### src/rtl/uart_cmd_sequencer.sv
// UART command front-end: parses short byte frames into register writes, reads and action strobes.
// Optional trailing XOR checksum byte per frame when UART_CMD_CHECKSUM_EN is defined.
module uart_cmd_sequencer #(
  parameter int NUM_REGS = 16,
  parameter int TIMEOUT  = 100000,
  parameter int TO_WIDTH = 17
) (
  input  logic                  clk,
  input  logic                  rst_n,
  input  logic [7:0]            rx_data,
  input  logic                  rx_done,
  output logic [7:0]            tx_data,
  output logic                  tx_start,
  input  logic                  tx_busy,
  output logic [8*NUM_REGS-1:0] regs,
  output logic [15:0]           strobe,
  output logic                  busy,
  output logic                  err,
  output logic [7:0]            err_count
);

  localparam logic [3:0] OP_WR = 4'h1;
  localparam logic [3:0] OP_RD = 4'h2;
  localparam logic [3:0] OP_ST = 4'h3;
  localparam logic [TO_WIDTH-1:0] TO_LAST = TO_WIDTH'((TIMEOUT > 0) ? TIMEOUT - 1 : 0);

  typedef enum logic [2:0] {
    S_IDLE, S_WAIT_DATA, S_EXEC, S_TX_REQ, S_TX_WAIT
`ifdef UART_CMD_CHECKSUM_EN
    , S_WAIT_CSUM
`endif
  } state_t;

  typedef struct packed {
    logic [3:0] op;
    logic [3:0] addr;
    logic [7:0] data;
  } frame_t;

`ifdef UART_CMD_CHECKSUM_EN
  localparam state_t S_PAYLOAD_DONE = S_WAIT_CSUM;
  logic [7:0] csum;
`else
  localparam state_t S_PAYLOAD_DONE = S_EXEC;
`endif

  state_t                   state, state_nx;
  frame_t                   frm;
  logic                     rx_prev;
  logic                     byte_ev;
  logic [TO_WIDTH-1:0]      to_cnt;
  logic                     to_hit;
  logic                     seen_busy;
  logic [NUM_REGS-1:0][7:0] bank;
  logic                     addr_ok;
  logic [7:0]               rd_byte;
  logic                     op_ok;
  logic                     err_now;

  assign byte_ev = rx_done & ~rx_prev;
  assign to_hit  = (TIMEOUT != 0) && (to_cnt == TO_LAST);
  assign op_ok   = (rx_data[7:4] == OP_WR) || (rx_data[7:4] == OP_RD) || (rx_data[7:4] == OP_ST);
  assign regs    = bank;

  // Address decode by search keeps index widths exact for any NUM_REGS up to 16.
  always_comb begin
    addr_ok = 1'b0;
    rd_byte = 8'h00;
    for (int i = 0; i < NUM_REGS; i++) begin
      if (frm.addr == 4'(i)) begin
        addr_ok = 1'b1;
        rd_byte = bank[i];
      end
    end
  end

  always_ff @(posedge clk or negedge rst_n) begin
    if (!rst_n) state <= S_IDLE;
    else        state <= state_nx;
  end

  always_comb begin
    state_nx = state;
    err_now  = 1'b0;
    unique case (state)
      S_IDLE: begin
        if (byte_ev) begin
          if (!op_ok)                    err_now  = 1'b1;
          else if (rx_data[7:4] == OP_WR) state_nx = S_WAIT_DATA;
          else                           state_nx = S_PAYLOAD_DONE;
        end
      end
      S_WAIT_DATA: begin
        if (byte_ev)     state_nx = S_PAYLOAD_DONE;
        else if (to_hit) begin
          err_now  = 1'b1;
          state_nx = S_IDLE;
        end
      end
`ifdef UART_CMD_CHECKSUM_EN
      S_WAIT_CSUM: begin
        if (byte_ev) begin
          if (rx_data == csum) state_nx = S_EXEC;
          else begin
            err_now  = 1'b1;
            state_nx = S_IDLE;
          end
        end else if (to_hit) begin
          err_now  = 1'b1;
          state_nx = S_IDLE;
        end
      end
`endif
      S_EXEC: begin
        state_nx = S_IDLE;
        if (frm.op != OP_ST && !addr_ok) err_now  = 1'b1;
        else if (frm.op == OP_RD)        state_nx = S_TX_REQ;
        if (byte_ev)                     err_now  = 1'b1;
      end
      S_TX_REQ: begin
        if (!tx_busy) state_nx = S_TX_WAIT;
        if (byte_ev)  err_now  = 1'b1;
      end
      S_TX_WAIT: begin
        if (seen_busy && !tx_busy) state_nx = S_IDLE;
        else if (!seen_busy && !tx_busy && to_hit) begin
          err_now  = 1'b1;
          state_nx = S_IDLE;
        end
        if (byte_ev) err_now = 1'b1;
      end
      default: state_nx = S_IDLE;
    endcase
  end

  always_comb begin
    busy     = (state != S_IDLE);
    tx_start = (state == S_TX_REQ) && !tx_busy;
    strobe   = 16'h0000;
    if (state == S_EXEC && frm.op == OP_ST) strobe = 16'h0001 << frm.addr;
  end

  always_ff @(posedge clk or negedge rst_n) begin
    if (!rst_n) begin
      rx_prev   <= 1'b1;
      frm       <= '0;
      to_cnt    <= '0;
      seen_busy <= 1'b0;
      bank      <= '0;
      tx_data   <= 8'h00;
      err       <= 1'b0;
      err_count <= 8'h00;
`ifdef UART_CMD_CHECKSUM_EN
      csum      <= 8'h00;
`endif
    end else begin
      rx_prev <= rx_done;
      // Counter restarts on every state change, so each wait state sees a fresh budget.
      if (state != state_nx) to_cnt <= '0;
      else                   to_cnt <= to_cnt + 1'b1;
      if (state != S_TX_WAIT) seen_busy <= 1'b0;
      else if (tx_busy)       seen_busy <= 1'b1;
      if (state == S_IDLE && byte_ev) begin
        frm.op   <= rx_data[7:4];
        frm.addr <= rx_data[3:0];
`ifdef UART_CMD_CHECKSUM_EN
        csum     <= rx_data;
`endif
      end
      if (state == S_WAIT_DATA && byte_ev) begin
        frm.data <= rx_data;
`ifdef UART_CMD_CHECKSUM_EN
        csum     <= csum ^ rx_data;
`endif
      end
      if (state == S_EXEC && addr_ok) begin
        if (frm.op == OP_WR) begin
          for (int i = 0; i < NUM_REGS; i++)
            if (frm.addr == 4'(i)) bank[i] <= frm.data;
        end
        if (frm.op == OP_RD) tx_data <= rd_byte;
      end
      err <= err_now;
      if (err_now && err_count != 8'hFF) err_count <= err_count + 8'd1;
    end
  end

endmodule
### config.mk
export PLATFORM = sky130hd
export DESIGN_NAME = uart_cmd_sequencer
export DESIGN_NICKNAME = d
export VERILOG_FILES = /design/src/rtl/uart_cmd_sequencer.sv
export SDC_FILE = /design/constraint.sdc
export NUM_CORES = 1
export LEC_CHECK = 0
export CAP_MARGIN = 30
export CORE_ASPECT_RATIO = 1.4
export CORE_MARGIN = 2
export CORE_UTILIZATION = 40
export CTS_BUF_LIST = sky130_fd_sc_hd__clkbuf_8
export DETAILED_ROUTE_END_ITERATION = 6
export SLEW_MARGIN = 20
export SYNTH_ARGS = -nofsm -noshare
export SYNTH_HDL_FRONTEND = slang
export SYNTH_SLANG_ARGS = --single-unit
export TNS_END_PERCENT = 20
### constraint.sdc
create_clock -name clk -period 3.26 [get_ports clk]
set_input_delay 0.652 -clock clk [delete_from_list [all_inputs] [get_ports clk]]
set_output_delay 0.652 -clock clk [all_outputs]
set_load 0.01 [all_outputs]
# ---- Word level (Yosys, flattened, before mapping)
# Cells that the tools add are included.
dict set report op_classes {
  add_sub_neg 2
  n_eq_ne 30
  shift 1
  muxes 58
  n_bitwise 2
  reduce_logical 36
}
# cell count
set op_table {}
lappend op_table {{$mux W8} 16}
lappend op_table {{$reduce_and A3 Y1} 16}
lappend op_table {{$eq A4 B4 Y1 const B} 8}
lappend op_table {{$mux W1} 28}
lappend op_table {{$eq A4 B2 Y1 const B} 6}
lappend op_table {{$mux W3} 7}
lappend op_table {{$add A17 B1 Y17 const B} 1}
lappend op_table {{$eq A17 B17 Y1 const B} 1}
lappend op_table {{$mux W17} 1}
lappend op_table {{$eq A4 B3 Y1 const B} 4}
lappend op_table {{$mux W16} 1}
lappend op_table {{$shl A1 B4 Y16 const A} 1}
lappend op_table {{$pmux W3 S5} 1}
lappend op_table {{$eq A4 B1 Y1 const B} 3}
lappend op_table {{$logic_and A1 B1 Y1} 10}
lappend op_table {{$add A8 B1 Y8 const B} 1}
lappend op_table {{$ne A8 B8 Y1 const B} 1}
lappend op_table {{$eq A3 B2 Y1 const B} 2}
lappend op_table {{$mux W2} 3}
lappend op_table {{$pmux W1 S5} 1}
lappend op_table {{$logic_not A4 Y1} 1}
lappend op_table {{$ne A4 B2 Y1 const B} 1}
lappend op_table {{$eq A3 B1 Y1 const B} 1}
lappend op_table {{$eq A3 B3 Y1 const B} 1}
lappend op_table {{10 further kinds} 13}
dict set report totals {
  ff_bits 183
  input_bits 12
  out_inout_bits 163
}

# ---- Logic depth before layout (Yosys ltp)
# Gate-level depths: netlist of run 1.
dict set report depth {
  ltp_word 23
  ltp_mapped 8
  depth_no_buf 6
}

# ---- Worst setup path after synthesis of run 1
# OpenSTA, ideal clock, no wires.
dict set report synth_timing {
  kind {register -> output}
  from {reg state[2]}
  to {out strobe[3]}
  arrival_time_ns 1.604
  t_required_ns 2.608
  setup_slack_ns 1.004
  stages_incl_launch_ff 7
  path_buffers 2
  cell_sequence {dfrtp_1 buf_2 nor2b_4 and4b_4 buf_2 nand2_1 nor4_1}
}
dict set report synth_via {
  elab_chain_len 3
}
# element line
set synth_rtl {}
lappend synth_rtl {{start, declared} 47} ;# state_t state, state_nx;
lappend synth_rtl {{start signal, assigned} 79} ;# else state <= state_nx;
lappend synth_rtl {{$eq A3 B2 Y1} 140} ;# if (state == S_EXEC && frm.op == OP_ST) strobe = 16'h0001 << frm.addr;
lappend synth_rtl {{$logic_and A1 B1 Y1} 140}
lappend synth_rtl {{$mux W16} 140}
lappend synth_rtl {{end, declared} 16} ;# output logic [15:0] strobe,
# Every way passes these cells.

# ---- Final worst setup path of run 1
dict set report layout_timing {
  from {reg state[2]}
  to {out strobe[2]}
}
# The elaborated chain is that of the path after synthesis.

==> out/summary.txt, run 1 <==
Die width: 130 um
Crit path max fanout: 9
CP Class: flop to primary output
Fillers: 1984
Starting DRT DRC Count: 340
Worst Hold Class: primary input to async pin
Vias in the first global route: 6624
Cells after Synth: 747
Drt first pass iters: 5
Share of cells above drive strength 1: 25.5%
Ys async rst share: 100%
First-pass GRT wire length: 40.1 mm
Post-layout min period: 3.14 ns
Critical Path AT: 2.49 ns
Die H: 181 um
Overall Power: 5.77 mW
Synth cell types: 61
Number of CTS-inserted buffers: 17
Syn_nets: 761
Starting Density: 40.8%
Largest net degree at the start of global routing: 89
Antenna diode instance count: 0
Final setup fails: 0
Cell Area, Synth: 8910 um^2
P_leak: 5.16 nW
GP Congestion: 0.854
Clock Skew: 0.0217 ns
Period utilisation layout: 96.4%
GRT overflow: 0
CP Launch Type: flop
Worst slew margin: 46.3%
Prevailing post-synth register cell: dfrtp_1
Root buf cell: clkbuf_8
Number of synthesized flops with an enable pin: 0
Core Area: 21900 um^2
Pre-CTS setup slack: 0.431 ns
Max Cap Viol: 0
Unrepaired setup endpoints after global routing: false
Antenna Nets Post-Route: 0
Setup slack after layout: 0.118 ns
Crit path capture type: primary output
Seq/Total Area, Yosys: 51.4%
Area grow syn2layout: 28.2%
Initial antenna violation count: 0
Peak VDD IR: 0.262 mV
Routed WL: 26.3 mm
CTS tree: done
H-Tree Depth: 4
Setup TNS: 0 ns
Ports: 175
# port buffers: 174
Ys Warns: 0
Slew Limit Fails: 0
Fmax: 0.318 GHz
GRT Util Overall: 22.8%
Row count: 64
Clock Latency Late Sink: 0.48 ns
Clk pin slew, worst setup/hold paths: 0.11 ns
Via/cell ratio: 5.41
Syn avg cell area: 11.9 um^2
Pwr dens: 505 nW/um^2
Clk sinks: 183
Critical Path RT: 2.61 ns
Hpwl dp: 18.4 mm
DIE AREA: 23500 um^2
Deepest clock path buffer count: 2
Final #Nets: 932
Final Hold Violating Endpoints: 0
Status: finished clean
Yosys reg bits: 183
Worst-Margin Slew: 0.806 ns
Routed len/inst: 21.4 um
DRC viols: 0
Routed via count: 6649
[layer usage]
layer | vias to the layer above | global-route usage, % | wire length, um
li1 | 3067 | - | -
met1 | 3337 | 29.6 | 11100
met2 | 200 | 37.1 | 13000
met3 | 45 | 5.23 | 1370
met4 | 0 | 8.17 | 799
met5 | - | 0 | 0
[per-stage QoR]
stage,std cells,util (%),cell area (um^2),hold WS [ns]
after floorplan,747,-,8910,0.356
after global placement,1189,50.1,11000,0.484
after detailed placement,1189,50.1,11000,0.485
after CTS,1221,51.9,11400,0.122
after global routing,1228,52.3,11400,0.137
final,1228,52.3,11400,0.118
[cells in the mapped netlist, drive strengths merged (9+ instances only)]
master | n | share of area [%]
dfrtp | 182 | 51
xnor2 | 9 | 0.88
nand3 | 23 | 1.7
nor2b | 10 | 0.79
mux2i | 38 | 4.3
mux2 | 154 | 20
buf | 18 | 1.4
nand2 | 33 | 1.4
o21ai | 38 | 2.1
a21oi | 28 | 1.6
nor2 | 63 | 2.7
nor4 | 9 | 0.80
clkbuf | 27 | 1.1
and3 | 14 | 1.0
[cells by family after synthesis]
| kind of cell | count (synthesis) | synth area share (%) |
|---|---|---|
| AOI/OAI and AO/OA | 105 | 7.57 |
| xor gates and xnor gates | 17 | 1.67 |
| adders and majority gates | 2 | 0.281 |
| buffers and inverters | 52 | 2.81 |
| DFF | 183 | 51.4 |
| muxes | 192 | 24.1 |
| and+or+nand+nor | 196 | 12.2 |
[state kept, by name, summed over array words and instances (netlist names)]
| signal | flops |
|---|---|
| regs | 128 |
| err | 1 |
| to_cnt | 17 |
| rx_prev | 1 |
| err_count | 8 |
| tx_data | 8 |
| frm | 16 |
| seen_busy | 1 |
| state | 3 |
[area by class of cell]
cell class	count	area (um^2)	area share, %
sequential	183	4590	40.2
multi-input combinational	512	4090	35.8
timing repair buffer	197	1950	17.1
tap	297	372	3.25
clock buffer	18	248	2.17
clock inverter	14	151	1.33
inverter	7	26.3	0.230
[worst max-delay path, stage by stage, from the launching register on]
cell             delay, ns
dfrtp_2               0.49
nor2b_4               0.17
and4b_4               0.27
buf_12                0.12
nand3_1               0.19
nor3_1                0.19
clkdlybuf4s50_1       0.57
[power breakdown]
group,internal (mW),switching (mW),total (mW)
Combinational,0.578,0.723,1.30
Sequential,2.44,0.464,2.91
Clock,0.600,0.964,1.56
Total,3.62,2.15,5.77
[repair_timing]
item	CTS	global route
cloned	0	0
hold buffers	0	0
endpoints found under the setup margin	3	8
endpoints found under the hold margin	0	0
buffers inserted	0	7
resized for setup	1	3
[final timing paths]
kind / start / endpoint / slack [ns] / cells past startpoint
setup / recovery: state[2] / strobe[2] / 0.12 / 6
hold / removal: rst_n / to_cnt[15] / 0.12 / 1
setup reg to reg: to_cnt[0] / err_count[1] / 0.69 / 6
hold reg to reg: to_cnt[0] / to_cnt[0] / 0.49 / 1
max in group asynchronous: rst_n / regs[87] / 2.25 / 2
min in group clk: to_cnt[0] / to_cnt[0] / 0.49 / 1
[placed cells by master, fill, tap and decap left out, types with 16 or more instances in the layout]
cell type        instances
clkdlybuf4s50_1        173
nand3_1                 16
clkbuf_8                18
dfrtp_1                178
nor2_1                  60
o21ai_0                 38
a21oi_1                 28
mux2i_1                 38
mux2_2                 146
nand2_1                 33
buf_4                   20
Note: power is estimated with default switching activity, not from simulation.
==> inputs of run 2 (changes only) <==
ABC_AREA = 1   (was default)
PLACE_DENSITY = 0.65   (was default)
==> out/summary.txt, run 2 <==
Setup slack after layout: 0.255 ns
Slowest cell delay on critical path: 0.55 ns
Worst-Margin Slew: 0.781 ns
Peak VDD IR: 0.407 mV
Area grow syn2layout: 28.3%
CP Class: flop to primary output
Hpwl dp: 18.0 mm
Final setup fails: 0
Clock Latency Late Sink: 0.47 ns
Max Cap Viol: 0
Yosys reg bits: 183
Ys async rst share: 100%
Most numerous cell in the Yosys netlist: nand2_1
Syn avg cell area: 8.53 um^2
Fillers: 1965
Root buf cell: clkbuf_8
Max reg flops: 128
Clk sinks: 183
CP Cell Sequence: nand2_1 -> nor2_1 -> clkinv_1 -> nor2_1 -> clkdlybuf4s50_1
Via/cell ratio: 5.13
DRC viols: 0
Clock Skew: 0.0204 ns
Worst slew margin: 47.9%
Worst Hold Class: primary input to async pin
DIE AREA: 22100 um^2
Post-layout min period: 3.01 ns
Ports: 175
CTS resizes: 0
Pre-CTS setup slack: 0.537 ns
GRT overflow: 0
Routed len/inst: 17.5 um
# port buffers: 174
Synth cell types: 37
Number of CTS-inserted buffers: 17
Dominant cell type by area after synthesis: dfrtp_1
Synth top area share: 54.6%
Post-synth top cells: nand2_1, dfrtp_1, o21ai_0
Period utilisation layout: 92.2%
Largest net degree at the start of global routing: 90
Antenna diode instance count: 0
Drt first pass iters: 5
P_leak: 4.66 nW
Final Hold Violating Endpoints: 0
Ys Warns: 0
Die H: 175 um
Starting Density: 40.8%
Critical Path RT: 2.61 ns
Crit path capture type: primary output
Antenna Nets Post-Route: 0
Crit path max fanout: 9
Status: finished clean
Clk pin slew, worst setup/hold paths: 0.10 ns
Core Area: 20500 um^2
Most used cell, CP: nor2_1
Die width: 126 um
Unrepaired setup endpoints after global routing: false
Vias in the first global route: 6949
Seq/Total Area, Yosys: 54.9%
GRT Util Overall: 22.7%
First-pass GRT wire length: 38.7 mm
Metal2 WL: 12.6 mm
Post-CTS Hold Fix Bufs: 0
Prevailing post-synth register cell: dfrtp_1
Cells after Synth: 978
Max layer used: met4
R2R Path Start: frm[15]
Final #Nets: 1157
Met1 WL: 10.3 mm
Deepest clock path buffer count: 2
Slew Limit Fails: 0
Number of synthesized flops with an enable pin: 0
Most frequent cells in the layout: nand2_1, dfrtp_1, clkdlybuf4s50_1
GP Congestion: 0.877
CP Launch Type: flop
Share of cells above drive strength 1: 8.13%
Slowest CP cell: clkdlybuf4s50_1
Row count: 62
Routed WL: 24.7 mm
Cell Area, Synth: 8350 um^2
H-Tree Depth: 4
Crit path launch: frm[9]
Post-CTS Setup Bufs: 0
Critical Path AT: 2.35 ns
Fmax: 0.333 GHz
Routed wl met3: 1.24 mm
Syn_nets: 992
Setup TNS: 0 ns
Initial antenna violation count: 0
Pwr dens: 615 nW/um^2
Commonest non-fill, non-tap cell in the layout: nand2_1
Routed via count: 7238
Starting DRT DRC Count: 710
CTS tree: done
Synth area leaders: dfrtp_1, nand2_1, o21ai_0
## run 2: cell types whose count changed after synthesis, moves of 13 or more
| cell | previous run | this run |
|---|---|---|
| nand2_1 | 33 | 271 |
| mux2_2 | 146 | 1 |
| o21ai_0 | 38 | 139 |
| inv_1 | 7 | 61 |
| mux2i_1 | 38 | 0 |
| nand3_1 | 16 | 46 |
| nand4_1 | 8 | 30 |
| nor3_1 | 6 | 24 |
| nor2_2 | 3 | 19 |
| nor2_1 | 60 | 74 |
| and3_1 | 13 | 0 |
## run 2: cell families (layout without fill, tap and decap cells)
kind of cell / count (synthesis) / after routing / share of synthesized area (%)
compound gates: 174 / 174 / 10.6
mux: 1 / 1 / 0.135
flops: 183 / 183 / 54.9
xor+xnor: 21 / 21 / 2.20
buf+inv: 108 / 286 / 5.23
fa+ha+maj: 2 / 2 / 0.300
simple gates: 489 / 489 / 26.6
## run 2: layer usage
| layer | track usage (%) | vias to the layer above |
|---|---|---|
| met1 | 28.2 | 3434 |
| met3 | 4.38 | 39 |
| li1 | - | 3521 |
| met2 | 39.6 | 244 |
| met4 | 7.69 | 0 |
| met5 | 0 | - |
## run 2: final cells by class
class | count | area [um^2] | share of cell area (%)
sequential | 183 | 4580 | 42.8
multi-input combinational | 687 | 3330 | 31.1
timing repair buffer | 183 | 1820 | 17.0
tap | 256 | 320 | 2.99
inverter | 71 | 267 | 2.49
clock buffer | 19 | 262 | 2.44
clock inverter | 13 | 125 | 1.17
## run 2: where the power goes
part | internal [mW] | switching [mW] | total, mW | leakage, nW
clock | 0.607 | 0.897 | 1.50 | 0.196
sequential | 2.58 | 0.314 | 2.90 | 2.52
combinational | 0.714 | 1.47 | 2.19 | 1.95
## run 2: critical path: cells and delay by family (launching register included)
family | cells | cell delay (ns)
buffers and inverters | 2 | 0.81
and+or+nand+nor | 3 | 0.58
DFF | 1 | 0.51
## run 2: worst paths after layout
path	end	slack, ns	cells past startpoint
worst max-delay path	strobe[11]	0.25	5
worst min-delay path	regs[66]	0.15	1
worst max register to register	regs[27]	0.93	4
worst min register to register	frm[15]	0.49	2
max in group asynchronous	regs[33]	2.18	2
min in group clk	frm[15]	0.49	2
## run 2: stage by stage
step / std cells / cell area [um^2] / hold WS (ns) / power (mW) / util, %
after global placement: 1380 / 10300 / 0.460 / 5.10 / 50.4
after global routing: 1412 / 10700 / 0.154 / 6.97 / 52.3
after floorplan: 978 / 8350 / 0.356 / 4.12 / -
final: 1412 / 10700 / 0.146 / 6.59 / 52.3
after CTS: 1412 / 10700 / 0.150 / 6.63 / 52.3
after detailed placement: 1380 / 10300 / 0.468 / 5.13 / 50.4
==> inputs of run 3 (changes only) <==
CTS_BUF_LIST = default   (was sky130_fd_sc_hd__clkbuf_8)
==> out/summary.txt, run 3 (synthesis gave the netlist of run 2 again) <==
Vias in the first global route: 6946
Deepest clock path buffer count: 2
Critical Path AT: 2.32 ns
Crit path capture type: primary output
Period utilisation layout: 91.2%
Worst-Margin Slew: 0.781 ns
# port buffers: 174
Fin area: 10900 um^2
Dpl cells: 1380
Worst Hold Class: primary input to async pin
GRT Util Overall: 22.8%
Clk sinks: 183
Commonest non-fill, non-tap cell in the layout: nand2_1
Routed len/inst: 17.6 um
Worst hold-check slack: 0.173 ns
Flop2flop setup slack: 0.93 ns
Unrepaired setup endpoints after global routing: false
Most used cell, CP: nor2_1
CP Cell Sequence: nand2_1 -> nor2_1 -> clkinv_1 -> nor2_1 -> clkdlybuf4s50_1
Clock Skew: 0.0108 ns
Post-CTS Setup Bufs: 0
Pwr dens: 652 nW/um^2
CTS resizes: 0
GP Congestion: 0.877
Net Sw Power: 2.76 mW
CP Class: flop to primary output
DIE AREA: 22100 um^2
Fmax: 0.336 GHz
FF-to-FF End: tx_data[1]
Status: finished clean
First-pass GRT wire length: 38.8 mm
Antenna diode instance count: 0
Hpwl dp: 18.0 mm
Ports: 175
Area grow syn2layout: 30.6%
Worst slew margin: 47.9%
H-Tree Depth: 4
CP Launch Type: flop
Crit path max fanout: 9
R2R cell count: 10
Max Cap Viol: 0
P_int: 4.35 mW
Slowest cell delay on critical path: 0.55 ns
Setup TNS: 0 ns
Clock share of power: 28.4%
P_leak: 4.75 nW
Post-CTS Hold Fix Bufs: 0
Fin cells: 1412
Final #Nets: 1157
Sw Share: 38.8%
Final setup fails: 0
Gate power share: 30.8%
Drt first pass iters: 5
Fillers: 1940
Starting Density: 40.8%
Antenna Nets Post-Route: 0
Max reg flops: 128
Clk pin slew, worst setup/hold paths: 0.07 ns
GRT overflow: 0
Via/cell ratio: 5.15
Largest net degree at the start of global routing: 90
Die width: 126 um
Row count: 62
Slew Limit Fails: 0
Core Area: 20500 um^2
Die H: 175 um
Post-DP Area: 10300 um^2
Most frequent cells in the layout: nand2_1, dfrtp_1, clkdlybuf4s50_1
Initial antenna violation count: 0
R2R Path Start: frm[9]
Slowest CP cell: clkdlybuf4s50_1
Peak VDD IR: 0.478 mV
Starting DRT DRC Count: 736
Routed WL: 24.9 mm
Routed via count: 7277
DRC viols: 0
CTS tree: done
Flop pwr share: 40.8%
CP delay by family, top: buffers and inverters
Final Hold Violating Endpoints: 0
Post-layout min period: 2.97 ns
Clock Latency Late Sink: 0.44 ns
Root buf cell: clkbuf_16
Critical Path RT: 2.61 ns
Buf/Inv on CP: 2
Overall Power: 7.11 mW
Share of cells above drive strength 1: 8.13%
Number of CTS-inserted buffers: 17
-- run 3: per-layer routing --
layer  wire length, um  global-route usage, %
met1             10200                   28.3
met2             12500                   39.3
met3              1400                   4.26
met4               781                   8.97
met5                 0                      0
-- run 3: cell type report --
class | count | area (um^2) | share of cell area (%)
Tap cell | 256 | 320 | 2.94
Clock inverter | 13 | 125 | 1.15
Inverter | 71 | 267 | 2.45
Sequential cell | 183 | 4580 | 42.0
Timing Repair Buffer | 183 | 1820 | 16.7
Clock buffer | 19 | 453 | 4.16
Multi-Input combinational cell | 687 | 3330 | 30.6
-- run 3: metrics by stage --
step	util (%)	setup WS, ns
global route	53.2	0.102
finish	53.2	0.287
global placement	50.4	0.599
floorplan	-	1.16
CTS	53.2	0.271
detailed placement	50.4	0.537
-- run 3: power by group through the flow --
stage	Sequential [mW]	Clock (mW)	Combinational [mW]
after detailed placement	2.94	0	2.20
after global placement	2.93	0	2.17
after CTS	2.90	2.05	2.20
final	2.90	2.02	2.19
after floorplan	2.94	0	1.18
after global routing	2.94	2.15	2.40
-- run 3: worst reg2reg max path: cells and delay by family, from the launching register on --
kind,cells,cell delay (ns)
AND/OR/NAND/NOR,9,1.63
AO/OA/AOI/OAI,1,0.14
flip-flops,1,0.51
-- run 3: worst max-delay path by stage --
stage,start,to,slack (ns),depth (start not counted)
floorplan,frm[15],strobe[10],1.16,5
global placement,rx_done,to_cnt[3],0.60,9
detailed placement,rx_done,to_cnt[2],0.54,9
CTS,frm[9],strobe[11],0.27,5
global route,frm[9],strobe[11],0.10,5
finish,frm[9],strobe[11],0.29,5
